### src/rtl/mastermind_pkg.sv
// Shared definitions for the Mastermind datapath: code geometry, peg codes
// for the seven-segment converters, and the scorer state encoding.
package mastermind_pkg;

    localparam int COLOR_W = 3;
    localparam int NUM_POS = 4;

    localparam logic [1:0] FB_NONE    = 2'd0;
    localparam logic [1:0] FB_PARTIAL = 2'd1;
    localparam logic [1:0] FB_EXACT   = 2'd2;
    localparam logic [1:0] FB_BLANK   = 2'd3;

    typedef enum logic [1:0] {
        IDLE    = 2'd0,
        EXACT   = 2'd1,
        PARTIAL = 2'd2,
        PUBLISH = 2'd3
    } score_state_e;

endpackage

### src/rtl/peg_packer.sv
// Maps exact/partial counts onto four peg codes: exact pegs first, then
// partial pegs, then empty, so the pegs never reveal which slot matched.
module peg_packer
    import mastermind_pkg::*;
(
    input  logic [2:0] e_cnt,
    input  logic [2:0] p_cnt,
    output logic [1:0] fb0,
    output logic [1:0] fb1,
    output logic [1:0] fb2,
    output logic [1:0] fb3
);

    logic [3:0] exact_lim;
    logic [3:0] any_lim;
    logic [1:0] fb [NUM_POS];

    assign exact_lim = {1'b0, e_cnt};
    assign any_lim   = {1'b0, e_cnt} + {1'b0, p_cnt};

    always_comb begin
        fb = '{default: FB_NONE};
        for (int k = 0; k < NUM_POS; k++) begin
            if (4'(k) < exact_lim)
                fb[k] = FB_EXACT;
            else if (4'(k) < any_lim)
                fb[k] = FB_PARTIAL;
        end
    end

    assign fb0 = fb[0];
    assign fb1 = fb[1];
    assign fb2 = fb[2];
    assign fb3 = fb[3];

endmodule

### src/rtl/score_engine.sv
// Sequential Mastermind scorer: 4-cycle exact scan, 16-cycle partial scan,
// then a one-cycle publish of counts, peg codes and win/game-over status.
module score_engine
    import mastermind_pkg::*;
(
    input  logic               clk,
    input  logic               reset,
    input  logic               start,
    input  logic               last_turn,
    input  logic [COLOR_W-1:0] code0,
    input  logic [COLOR_W-1:0] code1,
    input  logic [COLOR_W-1:0] code2,
    input  logic [COLOR_W-1:0] code3,
    input  logic [COLOR_W-1:0] guess0,
    input  logic [COLOR_W-1:0] guess1,
    input  logic [COLOR_W-1:0] guess2,
    input  logic [COLOR_W-1:0] guess3,
    output logic               busy,
    output logic               done,
    output logic [2:0]         exact_count,
    output logic [2:0]         partial_count,
    output logic [1:0]         fb0,
    output logic [1:0]         fb1,
    output logic [1:0]         fb2,
    output logic [1:0]         fb3,
    output logic               win,
    output logic               game_over
);

    score_state_e state;
    score_state_e state_nxt;

    logic [COLOR_W-1:0] code_q  [NUM_POS];
    logic [COLOR_W-1:0] guess_q [NUM_POS];
    logic               last_turn_q;
    logic [NUM_POS-1:0] ex_mask;
    logic [NUM_POS-1:0] used_mask;
    logic [2:0]         e_cnt;
    logic [2:0]         p_cnt;
    logic [1:0]         i_idx;
    logic [1:0]         j_idx;
    logic               credited;

    logic               exact_hit;
    logic               partial_hit;
    logic               final_win;
    logic [1:0]         pk_fb0, pk_fb1, pk_fb2, pk_fb3;

    // NOTE: sequential state uses non-blocking assignments so every register
    // samples pre-edge values regardless of process evaluation order.
    always_ff @(posedge clk) begin
        if (reset)
            state <= IDLE;
        else
            state <= state_nxt;
    end

    // NOTE: state_nxt gets a default before the case so no path leaves it
    // unassigned, which would otherwise infer a latch.
    always_comb begin
        state_nxt = state;
        unique case (state)
            IDLE:    if (start) state_nxt = EXACT;
            EXACT:   if (i_idx == 2'd3) state_nxt = PARTIAL;
            PARTIAL: if (i_idx == 2'd3 && j_idx == 2'd3) state_nxt = PUBLISH;
            PUBLISH: state_nxt = IDLE;
            default: state_nxt = IDLE;
        endcase
    end

    assign busy = (state != IDLE);

    assign exact_hit   = (guess_q[i_idx] == code_q[i_idx]);
    assign partial_hit = !credited && !ex_mask[i_idx] && !ex_mask[j_idx] &&
                         !used_mask[j_idx] && (guess_q[i_idx] == code_q[j_idx]);

    // NOTE: the working registers carry no reset; they are reloaded on every
    // accepted start and are never observed while the FSM sits in IDLE.
    always_ff @(posedge clk) begin
        unique case (state)
            IDLE: begin
                if (start) begin
                    code_q[0]   <= code0;
                    code_q[1]   <= code1;
                    code_q[2]   <= code2;
                    code_q[3]   <= code3;
                    guess_q[0]  <= guess0;
                    guess_q[1]  <= guess1;
                    guess_q[2]  <= guess2;
                    guess_q[3]  <= guess3;
                    last_turn_q <= last_turn;
                    ex_mask     <= '0;
                    used_mask   <= '0;
                    e_cnt       <= '0;
                    p_cnt       <= '0;
                    i_idx       <= '0;
                    j_idx       <= '0;
                    credited    <= 1'b0;
                end
            end
            EXACT: begin
                if (exact_hit) begin
                    ex_mask[i_idx] <= 1'b1;
                    e_cnt          <= e_cnt + 3'd1;
                end
                i_idx    <= i_idx + 2'd1;
                j_idx    <= '0;
                credited <= 1'b0;
            end
            PARTIAL: begin
                if (partial_hit) begin
                    used_mask[j_idx] <= 1'b1;
                    p_cnt            <= p_cnt + 3'd1;
                    credited         <= 1'b1;
                end
                j_idx <= j_idx + 2'd1;
                // Leaving the last code slot starts a fresh guess slot.
                if (j_idx == 2'd3) begin
                    i_idx    <= i_idx + 2'd1;
                    credited <= 1'b0;
                end
            end
            default: ;
        endcase
    end

    peg_packer u_peg_packer (
        .e_cnt (e_cnt),
        .p_cnt (p_cnt),
        .fb0   (pk_fb0),
        .fb1   (pk_fb1),
        .fb2   (pk_fb2),
        .fb3   (pk_fb3)
    );

    assign final_win = (e_cnt == 3'd4);

    // Published results hold between scans; only reset or a publish moves them.
    always_ff @(posedge clk) begin
        if (reset) begin
            done          <= 1'b0;
            exact_count   <= '0;
            partial_count <= '0;
            fb0           <= FB_BLANK;
            fb1           <= FB_BLANK;
            fb2           <= FB_BLANK;
            fb3           <= FB_BLANK;
            win           <= 1'b0;
            game_over     <= 1'b0;
        end else begin
            done <= 1'b0;
            if (state == PUBLISH) begin
                done          <= 1'b1;
                exact_count   <= e_cnt;
                partial_count <= p_cnt;
                fb0           <= pk_fb0;
                fb1           <= pk_fb1;
                fb2           <= pk_fb2;
                fb3           <= pk_fb3;
                win           <= final_win;
                game_over     <= final_win | last_turn_q;
            end
        end
    end

endmodule
### config.mk
export PLATFORM = sky130hd
export DESIGN_NAME = score_engine
export DESIGN_NICKNAME = d
export VERILOG_FILES = /design/src/rtl/mastermind_pkg.sv /design/src/rtl/peg_packer.sv /design/src/rtl/score_engine.sv
export SDC_FILE = /design/constraint.sdc
export NUM_CORES = 1
export LEC_CHECK = 0
export CORE_AREA = 2 2 79 81
export DETAILED_ROUTE_END_ITERATION = 12
export DIE_AREA = 0 0 81 83
export PLACE_DENSITY = 0.81
export SLEW_MARGIN = 0
export SYNTH_ARGS = -nofsm -noshare
export SYNTH_HDL_FRONTEND = slang
export SYNTH_SLANG_ARGS = --single-unit
### constraint.sdc
create_clock -name clk -period 2.7 [get_ports clk]
set_input_delay 0.54 -clock clk [delete_from_list [all_inputs] [get_ports clk]]
set_output_delay 0.54 -clock clk [all_outputs]
set_load 0.01 [all_outputs]
==> out/qor.yml, run 1 <==
outcome: "completed"
rsz0062_at_grt: "no"
critical-path-top-delay-family: "buffers and inverters"
clk_pin_slew_worst_paths_ns: 0.07
n_fill_cell: 478
cp.required_ns: 2.16
vias: 1869
ios: 46
hold_viol_final: 0
die_h_um: 83
postCtsHoldBufs: 0
setup_violations: 0
finalSetupTns_ns: 0
avgSynthCellArea_um2: 13.6
worstSkewPairLatency_ns: 0.34
yosys_warnings: 0
critPathBufInv: 3
synth_compound_area_share_pct: 8.44
die_w_um: 81
layout_common_cells: "45 x clkdlybuf4s50_1, 44 x edfxtp_1, 23 x dfxtp_1"
ys_async_sr_fraction_pct: 0
fmax_mhz: 440
synth_flop_cell: "edfxtp_1"
slowest_delay_ns: 0.54
routedWlPerCell_um: 14.3
critical_path_arrival_ns: 1.73
post_drt_via_cell_ratio: 5.22
cts_buffers: 9
cts_resized: 0
port_buffers: 45
syn-num-nets: 272
grt_pass1_wl_mm: 8.73
synth_edf_count: 44
worstSetupEndpointType: "output pin"
report.final.slew_viol_count: 0
placedCellCount: 342
routed_wl_mm: 5.12
startpoint_type: "register"
grt_pass1_vias: 1938
max_slew.worst_pin.slew_ns: 0.667
fp.coreArea_um2: 5820
cts_sinks: 67
crit_chain: "inv_1, ha_1, inv_1, clkdlybuf4s50_1"
startpoint: "state[0]"
path_max_fanout: 6
crit_type: "register to output pin"
synthDominantCellAreaShare_pct: 43.5
synth_mux_area_share_pct: 10.8
place_hpwl_mm: 3.82
ys_types: 38
ctsHtreeMaxLevel: 3
antenna_found_initial: 0
synth_top_family_by_area: "multiplexers"
first_pass_iters: 4
synth_xor_area_share_pct: 2.31
diodes: 0
post_cts_buffers: 0
yosys_register_bits: 67
holdCritStartpoint: "win"
yosysSeqAreaShare_pct: 58.6
cts-root-buf: "clkbuf_8"
p_leak_nw: 1.41
synth_cells: 224
grt_max_degree: 26
finalPower_mw: 4.21
crit_path_top_delay_cell: "clkdlybuf4s50_1"
fp.dieArea_um2: 6720
max_slew_margin_pct: 55.4
yosys.area.top_type: "edfxtp_1"
globalplace.congestion: 0.864
finalNonFillerCells: 358
clk_path_buf_depth: 2
critPathMostFrequentCell: "inv_1"
rows: 28
drv_cap: 0
synthTopCellsByArea: "edfxtp_1 43%, dfxtp_1 15%, ha_1 7.8%"
drive_gt1_share_pct: 9.54
min_period_over_period_pct: 84.2
synthSimpleGateAreaFrac_pct: 8.97
grt_usage_pct: 17.2
drtIter0Drc: 123
cellPowerDensity_nw_per_um2: 1110
fin_nets: 326
min_period_ns: 2.27
mostFrequentLayoutCell: "clkdlybuf4s50_1"
synth-adder-area-share_pct: 8.48
initial_core_util_pct: 52.3
hold_path_class: "register to register"
cts_tree: "built"
vdd_drop_max_mv: 0.709
syn-cell-area_um2: 3040
skew_ns: 0.00721
drc: 0
overflow: 0
ant_nets: 0
area_growth_syn_to_layout_pct: 25.0
## cells in the mapped netlist (2+ instances only)
cell type / number
inv_1: 11
xor2_1: 2
nand2b_1: 6
xnor2_1: 6
o21bai_1: 2
mux2i_1: 7
edfxtp_1: 44
mux4_1: 3
a211o_1: 2
nand2_1: 5
a21oi_1: 12
o21ai_0: 6
nor3_1: 3
buf_1: 2
clkbuf_1: 3
dfxtp_1: 23
nor2_1: 19
nor2b_1: 6
and2_1: 9
ha_1: 19
o21a_1: 8
nand3_1: 3
mux2_2: 2
mux4_2: 7
## sequential cells by signal, summed over array words and instances (netlist names), 2 cells and up, named ones only
name,cells
used_mask,4
guess_q,12
fb3,2
fb1,2
i_idx,2
fb0,2
p_cnt,3
code_q,12
state,2
fb2,2
exact_count,3
e_cnt,3
j_idx,2
ex_mask,4
partial_count,3
## power by group
| group | total (mW) | internal (mW) | switching, mW |
|---|---|---|---|
| combinational | 1.52 | 0.762 | 0.761 |
| sequential | 1.80 | 1.52 | 0.276 |
| clock | 0.888 | 0.516 | 0.372 |
| total | 4.21 | 2.80 | 1.41 |
## worst reg2reg max path: cells and delay by family (launching register included)
kind | cells | cell delay, ns
compound gates | 1 | 0.13
xor+xnor | 1 | 0.24
simple gates | 1 | 0.13
buf+inv | 1 | 0.21
mux | 1 | 0.61
flops | 1 | 0.54
## per-layer routing
layer	part of all wire [%]	global-route usage [%]	up-vias
li1	-	-	933
met1	42	20.3	879
met2	52	28.6	47
met3	4.1	4.89	10
met4	1.7	7.86	0
met5	0	0	-
## worst paths after layout
check	to	slack, ns	depth (start not counted)
setup / recovery	busy	0.43	4
hold / removal	win	0.47	2
setup reg to reg	p_cnt[2]	0.57	5
hold reg to reg	win	0.47	2
## cells by family after synthesis
logic type	Yosys count
fa+ha+maj	20
xor+xnor	8
compound gates	39
simple gates	54
flops	67
mux	19
buf+inv	17
## through the flow
step	cell area (um2)	setup WS, ns	util (%)	hold WS, ns
finish	3800	0.427	65.3	0.466
global route	3800	0.326	65.3	0.494
CTS	3800	0.404	65.3	0.472
detailed placement	3580	0.517	61.6	0.462
global placement	3580	0.590	61.6	0.454
floorplan	3040	0.662	-	0.490
## layout make-up
type	instances	area [um2]	share of cell area, %
inverters	11	41.3	1.09
clock inverters	7	92.6	2.44
repair buffers	49	480	12.6
well taps	75	93.8	2.47
multi-input cells	140	1190	31.2
clock buffers	9	124	3.26
flip-flops and latches	67	1780	46.9
Note: power is estimated with default switching activity, not from simulation.
==> inputs of run 2 (changes only) <==
CORE_AREA = 2 2 83 85   (was 2 2 79 81)
DIE_AREA = 0 0 85 87   (was 0 0 81 83)
PLACE_DENSITY = 0.78   (was 0.81)
clock period = 1.8 ns   (was 2.7 ns; I/O delays follow)
==> out/qor.yml, run 2 (synthesis results as in run 1) <==
area_growth_syn_to_layout_pct: 33.1
finalNonFillerCells: 380  # +6.1%
placed_area_um2: 3750  # +4.6%
startpoint_type: "register"
fp.coreArea_um2: 6570  # +13%
routed_wl_mm: 5.64  # +10%
reg2reg_slack_ns: -0.20  # -0.77 ns
cts_buffers: 9  # unchanged
place_hpwl_mm: 4.22  # +11%
postCtsHoldBufs: 0  # unchanged
cp.required_ns: 1.79  # -0.37 ns
cts_sinks: 67  # unchanged
min_period_over_period_pct: 111
critical_path_arrival_ns: 1.98  # +0.25 ns
post_drt_via_cell_ratio: 5.24  # +0.46%
initial_core_util_pct: 46.3  # -6.0 points
clk_path_buf_depth: 2  # unchanged
cts_tree: "built"
worstSkewPairLatency_ns: 0.34  # about the same
port_buffers: 45  # unchanged
report.final.slew_viol_count: 0  # unchanged
drv_cap: 0  # unchanged
fmax_mhz: 501
max_slew.worst_pin.slew_ns: 0.529  # -0.138 ns
hold_viol_final: 0  # unchanged
crit_type: "register to register"
fin_nets: 343  # +5.2%
cellPowerDensity_nw_per_um2: 1760  # +59%
antenna_found_initial: 0  # unchanged
rsz0062_at_grt: "yes"
overflow: 0  # unchanged
hold_path_class: "register to register"
setup_violations: 15  # +15
n_fill_cell: 541  # +13%
min_period_ns: 2.00
rr_worst_depth: 4  # -1
drive_gt1_share_pct: 21.0  # +11 points
largestRegisters: "code_q (12), guess_q (12)"
grt_max_degree: 26  # unchanged
rows: 30  # +7.1%
placedCellCount: 360  # +5.3%
finalPower_mw: 7.10  # +69%
ant_nets: 0  # unchanged
die_w_um: 85  # +4.9%
layout_common_cells: "44 x edfxtp_1, 44 x clkdlybuf4s50_1, 22 x dfxtp_1"
final_cell_area_um2: 4040  # +6.4%
clk_pin_slew_worst_paths_ns: 0.07  # about the same
utilization_pct: 61.6  # -3.8 points
ios: 46  # unchanged
grt_pass1_wl_mm: 9.34  # +7.0%
vdd_drop_max_mv: 0.953  # +34%
die_h_um: 87  # +4.8%
first_pass_iters: 4  # unchanged
cts-root-buf: "clkbuf_8"
fp.dieArea_um2: 7400  # +10%
path_max_fanout: 7  # +1
skew_ns: 0.00814  # +0.000933 ns
grt_pass1_vias: 2019  # +4.2%
cp-endpoint: "used_mask[0]"
globalplace.congestion: 0.776  # -10%
max_slew_margin_pct: 64.6  # +9.2 points
r2r-end: "used_mask[0]"
violations: "setup timing"
grt_usage_pct: 16.7  # -0.53 points
worstSetupEndpointType: "register"
vias: 1993  # +6.6%
fin_ws_ns: -0.195  # -0.622 ns
p_leak_nw: 1.52  # +7.7%
routedWlPerCell_um: 14.8  # +3.7%
diodes: 0  # unchanged
drtIter0Drc: 100  # -19%
outcome: "finished, violations left"
ctsHtreeMaxLevel: 3  # unchanged
drc: 0  # unchanged
run 2: cell count changes in the layout (fill, tap and decap cells not counted), moves of 2 or more:
| cell | change |
|---|---|
| buf_4 | +14 |
| a21oi_4 | +2 |
| clkinv_1 | -2 |
| buf_12 | +2 |
| clkinv_4 | -2 |
| xnor2_2 | +5 |
| a21oi_1 | -2 |
| mux4_2 | +3 |
| clkbuf_1 | +2 |
| xnor2_1 | -5 |
| ha_1 | -2 |
| mux4_1 | -3 |
run 2: stage by stage:
stage | TNS (ns) | setup slack, ns | hold WS (ns)
floorplan | -0.283 | -0.0404 | 0.459
global placement | -1.69 | -0.127 | 0.457
detailed placement | -2.67 | -0.214 | 0.461
CTS | -1.95 | -0.146 | 0.471
global route | -3.72 | -0.258 | 0.489
finish | -2.35 | -0.195 | 0.466
run 2: area by class of cell:
| type | count | area (um2) | area share [%] |
|---|---|---|---|
| repair buffers | 66 | 636 | 15.7 |
| well taps | 80 | 100 | 2.48 |
| inverters | 11 | 41.3 | 1.02 |
| multi-input cells | 140 | 1290 | 31.8 |
| clock inverters | 4 | 50.0 | 1.24 |
| flip-flops and latches | 67 | 1790 | 44.2 |
| clock buffers | 12 | 145 | 3.59 |
run 2: how the worst min path moves through the flow:
stage | slack (ns) | from | cells past startpoint | endpoint
after floorplan | 0.46 | code0[0] | 0 | code_q[0][0]
after detailed placement | 0.46 | win | 2 | win
after CTS | 0.47 | win | 2 | win
final | 0.47 | win | 2 | win
after global placement | 0.46 | win | 2 | win
after global routing | 0.49 | win | 2 | win
run 2: timing repair:
item / in CTS / in global routing
buffers inserted: 1 / 4
pin swaps: 1 / 10
resized for setup: 4 / 14
cloned: 0 / 0
endpoints found under the setup margin: 15 / 19
run 2: power breakdown:
part           switching [mW]  leakage (nW)  internal [mW]
Clock                   0.561        0.0926          0.676
Sequential              0.329         0.618           2.29
Combinational            1.55         0.807           1.70
run 2: per-layer routing:
layer  track usage [%]  wire, um
met5                 0         0
met4              8.23        86
met3              4.17       248
met2              29.4      3060
met1              18.9      2240
run 2: critical path, stage by stage (launching register included):
cell and delay (ns):
dfxtp_4 0.39, mux4_2 0.57, xnor2_2 0.18, nand4b_1 0.19, o32ai_4 0.31
